===== config.mk =====
export PLATFORM = sky130hd
export DESIGN_NAME = sysx_slave_endpoint
export DESIGN_NICKNAME = d
export VERILOG_FILES = /design/src/rtl/sysx_slave_endpoint.sv
export SDC_FILE = /design/constraint.sdc
export NUM_CORES = 1
export LEC_CHECK = 0
export BUFFER_PORTS_ARGS = -buffer_cell sky130_fd_sc_hd__buf_2
export CAP_MARGIN = 10
export CORE_ASPECT_RATIO = 1.5
export CORE_MARGIN = 2
export CORE_UTILIZATION = 55
export CTS_BUF_LIST = sky130_fd_sc_hd__clkbuf_4 sky130_fd_sc_hd__clkbuf_8
export CTS_CLUSTER_DIAMETER = 80
export DETAILED_ROUTE_END_ITERATION = 6
export PLACE_DENSITY = 0.73
export SETUP_SLACK_MARGIN = 0.4
export SLEW_MARGIN = 20
export SYNTH_ARGS = -nofsm -noshare
export SYNTH_HDL_FRONTEND = slang
export SYNTH_HIERARCHICAL = 1
export SYNTH_SLANG_ARGS = --single-unit

===== constraint.sdc =====
create_clock -name iClock -period 4.9 [get_ports iClock]
set_clock_uncertainty 0.05 [all_clocks]
set_input_delay 1.225 -clock iClock [delete_from_list [all_inputs] [get_ports iClock]]
set_output_delay 1.225 -clock iClock [all_outputs]
set_load 0.005 [all_outputs]

===== src/rtl/sysx_slave_endpoint.sv =====
// sysX v1 peripheral endpoint: oversamples the master bus clock, frames 7-phase words,
// assembles MOSI words into an RX FIFO and serves MISO words from a TX FIFO.

module sysx_slave_endpoint_fifo #(
    parameter int W   = 32,
    parameter int DL2 = 2
) (
    input  logic         i_clk,
    input  logic         i_rst_n,
    input  logic         i_push,
    input  logic [W-1:0] i_wdata,
    input  logic         i_pop,
    output logic [W-1:0] o_rdata,
    output logic         o_empty,
    output logic         o_full
);
    localparam int D = 1 << DL2;

    logic [W-1:0] r_mem [D];
    logic [DL2:0] r_wp, r_rp;

    // Extra pointer bit distinguishes full from empty when the indices match.
    assign o_empty = (r_wp == r_rp);
    assign o_full  = (r_wp[DL2] != r_rp[DL2]) && (r_wp[DL2-1:0] == r_rp[DL2-1:0]);
    assign o_rdata = r_mem[r_rp[DL2-1:0]];

    always_ff @(posedge i_clk or negedge i_rst_n) begin
        if (!i_rst_n) begin
            r_wp <= '0;
            r_rp <= '0;
        end else begin
            if (i_push) r_wp <= r_wp + 1'b1;
            if (i_pop)  r_rp <= r_rp + 1'b1;
        end
    end

    always_ff @(posedge i_clk) begin
        if (i_push) r_mem[r_wp[DL2-1:0]] <= i_wdata;
    end
endmodule

module sysx_slave_endpoint #(
    parameter logic [1:0]  pSelect     = 2'h0,
    parameter int          pDepthLog2  = 2,
    parameter int          pIdleCycles = 16,
    parameter logic [31:0] pFillWord   = 32'hFFFFFFFF
) (
    input  logic        iClock,
    input  logic        iReset,
    input  logic        iBusClock,
    input  logic [1:0]  iBusSelect,
    input  logic [7:0]  iBusMOSI,
    output logic [7:0]  oBusMISO,
    output logic        oBusDrive,
    output logic        oBusInterrupt,
    output logic [31:0] oRxData,
    output logic        oRxValid,
    input  logic        iRxReady,
    input  logic [31:0] iTxData,
    input  logic        iTxValid,
    output logic        oTxReady,
    output logic [2:0]  oFlags,
    input  logic        iClearFlags
);
    localparam int IW = $clog2(pIdleCycles + 1);

    logic        r_bclk_m, r_bclk_s, r_bclk_d;
    logic [1:0]  r_sel_m, r_sel_s, r_sel_d;
    logic [7:0]  r_mosi_m, r_mosi_s;
    logic [2:0]  r_phase;
    logic [31:0] r_tx, r_rx;
    logic        r_push_pend;
    logic [IW-1:0] r_idle_cnt;
    logic [2:0]  r_flags;

    logic        w_sel, w_fall, w_idle, w_frame_rst, w_step, w_latch, w_data_ph;
    logic [1:0]  w_bidx;
    logic [31:0] w_tx_shift, w_tx_head, w_rx_head;
    logic        w_tx_empty, w_tx_full, w_rx_empty, w_rx_full;
    logic        w_tx_push, w_tx_pop, w_rx_push, w_rx_pop;
    logic [2:0]  w_flag_set;

    assign w_sel       = (r_sel_s == pSelect);
    assign w_fall      = r_bclk_d & ~r_bclk_s;
    assign w_idle      = r_bclk_s && (r_idle_cnt == IW'(pIdleCycles - 1));
    assign w_frame_rst = !w_sel || (r_sel_s != r_sel_d) || w_idle;
    assign w_step      = w_fall && !w_frame_rst;
    assign w_latch     = w_step && (r_phase == 3'd0);
    assign w_data_ph   = (r_phase >= 3'd1) && (r_phase <= 3'd4);
    // Phase 1..4 maps to byte 0..3 (phase 4 wraps to 2'b11).
    assign w_bidx      = 2'(r_phase[1:0] - 2'd1);
    assign w_tx_shift  = r_tx >> {w_bidx, 3'b000};

    assign w_tx_push = iTxValid && !w_tx_full;
    assign w_tx_pop  = w_latch && !w_tx_empty;
    assign w_rx_pop  = !w_rx_empty && iRxReady;
    // A full RX FIFO still accepts when the head pops in the same cycle.
    assign w_rx_push = r_push_pend && (!w_rx_full || w_rx_pop);

    assign w_flag_set = {w_frame_rst && (r_phase != 3'd0),
                         w_latch && w_tx_empty,
                         r_push_pend && !w_rx_push};

    assign oBusDrive     = w_sel;
    assign oBusMISO      = (w_sel && w_data_ph) ? w_tx_shift[7:0] : 8'hFF;
    assign oRxData       = w_rx_head;
    assign oRxValid      = !w_rx_empty;
    assign oBusInterrupt = !w_rx_empty;
    assign oTxReady      = !w_tx_full;
    assign oFlags        = r_flags;

    sysx_slave_endpoint_fifo #(.W(32), .DL2(pDepthLog2)) u_tx_fifo (
        .i_clk(iClock), .i_rst_n(iReset), .i_push(w_tx_push), .i_wdata(iTxData),
        .i_pop(w_tx_pop), .o_rdata(w_tx_head), .o_empty(w_tx_empty), .o_full(w_tx_full)
    );

    sysx_slave_endpoint_fifo #(.W(32), .DL2(pDepthLog2)) u_rx_fifo (
        .i_clk(iClock), .i_rst_n(iReset), .i_push(w_rx_push), .i_wdata(r_rx),
        .i_pop(w_rx_pop), .o_rdata(w_rx_head), .o_empty(w_rx_empty), .o_full(w_rx_full)
    );

    // Synchronizers reset to bus-idle and "not us" so no false edge or select appears.
    always_ff @(posedge iClock or negedge iReset) begin
        if (!iReset) begin
            r_bclk_m <= 1'b1;
            r_bclk_s <= 1'b1;
            r_bclk_d <= 1'b1;
            r_sel_m  <= ~pSelect;
            r_sel_s  <= ~pSelect;
            r_sel_d  <= ~pSelect;
            r_mosi_m <= '0;
            r_mosi_s <= '0;
        end else begin
            r_bclk_m <= iBusClock;
            r_bclk_s <= r_bclk_m;
            r_bclk_d <= r_bclk_s;
            r_sel_m  <= iBusSelect;
            r_sel_s  <= r_sel_m;
            r_sel_d  <= r_sel_s;
            r_mosi_m <= iBusMOSI;
            r_mosi_s <= r_mosi_m;
        end
    end

    always_ff @(posedge iClock or negedge iReset) begin
        if (!iReset) begin
            r_phase     <= '0;
            r_tx        <= '0;
            r_rx        <= '0;
            r_push_pend <= 1'b0;
            r_idle_cnt  <= '0;
            r_flags     <= '0;
        end else begin
            if (!r_bclk_s)
                r_idle_cnt <= '0;
            else if (r_idle_cnt != IW'(pIdleCycles))
                r_idle_cnt <= r_idle_cnt + 1'b1;

            if (w_frame_rst)
                r_phase <= '0;
            else if (w_step)
                r_phase <= (r_phase == 3'd6) ? 3'd0 : r_phase + 3'd1;

            if (w_latch)
                r_tx <= w_tx_empty ? pFillWord : w_tx_head;
            if (w_step && w_data_ph)
                r_rx[{w_bidx, 3'b000} +: 8] <= r_mosi_s;
            r_push_pend <= w_step && (r_phase == 3'd4);

            r_flags <= (iClearFlags ? 3'b000 : r_flags) | w_flag_set;
        end
    end
endmodule


==> impl_metrics.py <==
metrics = {
    "outcome": {
        "outcome": "completed",
    },
    "clocking": {
        "clk_pin_slew_worst_paths_ns": 0.06,
        "clk_latency_ns": 0.58,
        "cts-root-buf": "clkbuf_8",
        "cts_tree": "yes",
        "cts.sinks": 369,
        "cts_buffer_depth": 3,
        "cts_buffers": 50,
        "h-tree-depth": 2,
        "hold_buffers": 0,
    },
    "finish": {
        "fin_nets": 999,
        "drive_above_1_share_pct": 30.6,
        "final_util_pct": 63.2,
        "areaGrowthSynthToFinish_pct": 13.5,
        "antenna_cells": 0,
        "final_common_cell": "edfxtp_1",
        "final_cell_mix": "edfxtp_1 (256), dfrtp_1 (101), buf_2 (93), nand2_1 (78), clkbuf_8 (65)",
    },
    "power_and_ir_drop": {
        "vdd_drop_max_mv": 0.385,
        "power.leakage_uw": 0.00617,
        "p_total_uw": 7840,
        "powerDensity_nw_per_um2": 484,
    },
    "global_routing": {
        "grt_pass1_vias": 7438,
        "grt_pass1_wl_mm": 40.0,
        "track_usage_pct": 19.5,
        "grt_max_degree": 62,
        "antenna_found_initial": 4,
        "grt-ovfl-total": 0,
    },
    "die": {
        "die_y_um": 201,
        "die-area_um2": 27300,
        "core_um2": 25700,
        "initial_core_util_pct": 55.7,
        "rows": 72,
        "die-width_um": 136,
        "io_pins": 95,
    },
    "place": {
        "port_buffers": 94,
        "dp_hpwl_mm": 16.4,
        "gp_congestion": 0.800,
    },
    "detailed_routing": {
        "route.vias.total": 7039,
        "vias_per_cell": 5.39,
        "drtPass1Iterations": 4,
        "final_antenna_net_count": 0,
        "wl_per_cell_um": 19.3,
        "drtIter0Drc": 370,
        "post-route-drc-count": 0,
        "drt_wl_total_mm": 25.3,
    },
    "logic_synthesis": {
        "synth_top_cell_by_area": "edfxtp_1",
        "yosysTopAreaCellShare_pct": 53.8,
        "async_flop_share_pct": 30.6,
        "ys_seq_area_share_pct": 73.6,
        "synth_edf_count": 256,
        "syn_inst": 802,
        "yosys-top-cells-area": "edfxtp_1 (54%), dfrtp_1 (18%), mux4_2 (10%)",
        "ys_ff_latch": 369,
        "syn-cell-area_um2": 14300,
        "ys.flop_type": "edfxtp_1",
        "synth_cell_types": 41,
        "synth_fp_nets": 869,
        "yosys_warnings": 6,
        "synth_area_per_cell_um2": 17.8,
    },
    "sta": {
        "tns_ns": 0,
        "post-route-period-util_pct": 82.6,
        "maxSlewHeadroom_pct": 30.3,
        "hold_violations": 0,
        "worstMarginPinSlew_ns": 1.04,
        "setup_viol": 0,
        "fmax_ghz": 0.247,
        "drv_slew": 0,
        "min_period_ns": 4.05,
        "rsz0062_at_grt": "no",
    },
    "critical_path": {
        "path_cells": "inv_1 > ha_1 > mux4_2 > or2_2 > buf_2",
        "worstSetupStartpointType": "flip-flop",
        "critical_path_class": "flip-flop to output port",
        "end_kind": "output port",
        "required_ns": 3.62,
        "rr_worst_depth": 8,
        "crit_arrival_ns": 2.77,
        "cp_max_fo": 18,
        "cp_slowest_cell": "dfrtp_2",
        "max_stage_delay_ns": 0.63,
    },
    "worst_hold_path": {
        "hold_class": "flip-flop to flip-flop",
        "hold_depth": 0,
    },
    "flow_run": {
        "maxCapViolations": 0,
    },
}
-- layer usage --
| metal | vias up | track usage, % | share of wire [%] |
|---|---|---|---|
| met3 | 51 | 4.06 | 4.5 |
| met2 | 154 | 35.4 | 56 |
| met4 | 8 | 7.33 | 2.7 |
| li1 | 3255 | - | - |
| met5 | - | 0 | 0.18 |
| met1 | 3571 | 22.4 | 37 |
-- cell type report --
type / instances / area (um2)
fill: 1835 / 9450
multi-input combinational: 360 / 3360
timing repair buffer: 112 / 608
sequential: 369 / 10500
inverter: 39 / 146
tap: 333 / 417
clock inverter: 16 / 164
clock buffer: 78 / 992
-- state kept, by name, summed over array words and instances (netlist names), 5 cells and up --
register and flops:
r_tx 32, r_mosi_s 8, r_idle_cnt 5, u_tx_fifo/r_mem 128
r_rx 32, u_rx_fifo/r_mem 128, r_mosi_m 8
-- worst max-delay path: cells and delay by family, from the launching register on --
family	cells	cell delay, ns
fa+ha+maj	1	0.59
buf+inv	2	0.31
flops	1	0.63
mux	1	0.36
simple gates	1	0.31
-- cell usage after synthesis, types with 5 or more instances --
| cell | n |
|---|---|
| edfxtp_1 | 256 |
| xnor2_1 | 5 |
| and3_1 | 5 |
| mux4_2 | 64 |
| nand2_1 | 78 |
| nand3_1 | 12 |
| xor2_1 | 11 |
| mux4_1 | 8 |
| ha_1 | 19 |
| dfstp_2 | 9 |
| inv_1 | 39 |
| clkbuf_1 | 13 |
| mux2i_1 | 16 |
| or2_2 | 8 |
| nor2_1 | 37 |
| buf_12 | 6 |
| and2_1 | 9 |
| dfrtp_1 | 104 |
| buf_2 | 10 |
| o21ai_0 | 53 |
-- final timing paths --
| check | start | slack (ns) | to |
|---|---|---|---|
| worst max register to register | u_rx_fifo/r_rp[0] | 1.63 | u_rx_fifo/r_mem[3][21] |
| min in group asynchronous | iReset | 0.68 | oFlags[1] |
| worst max-delay path | r_phase[0] | 0.85 | oBusMISO[5] |
| max in group asynchronous | iReset | 3.22 | r_mosi_s[4] |
| worst min-delay path | r_mosi_m[7] | 0.30 | r_mosi_s[7] |
| worst min register to register | r_mosi_m[7] | 0.30 | r_mosi_s[7] |
-- timing repair --
| item | 4_1_cts | 5_1_grt |
|---|---|---|
| buffers inserted | 0 | 0 |
| endpoints found under the hold margin | 0 | 0 |
| endpoints found under the setup margin | 0 | 8 |
| gates resized for setup | 0 | 1 |
-- per-stage QoR --
step	area [um2]	hold WS (ns)	instances	worst slack (ns)
floorplan	14300	0.281	802	1.68
finish	16200	0.297	1307	0.851
global route	16200	0.308	1307	0.635
detailed placement	15100	0.286	1213	1.16
global placement	15100	0.282	1213	1.23
CTS	16200	0.295	1307	0.505
-- power by group --
part	total, uW	switching, uW	internal (uW)
combinational	1360	731	626
sequential	3940	214	3720
clock	2550	1090	1460
-- kinds of logic after synthesis --
logic type | synth area share, %
AOI/OAI and AO/OA | 2.30
and+or+nand+nor | 5.68
buffers and inverters | 2.90
muxes | 12.8
xor gates and xnor gates | 0.980
DFF | 73.6
adders and majority gates | 1.66
Note: power is estimated with default switching activity, not from simulation.
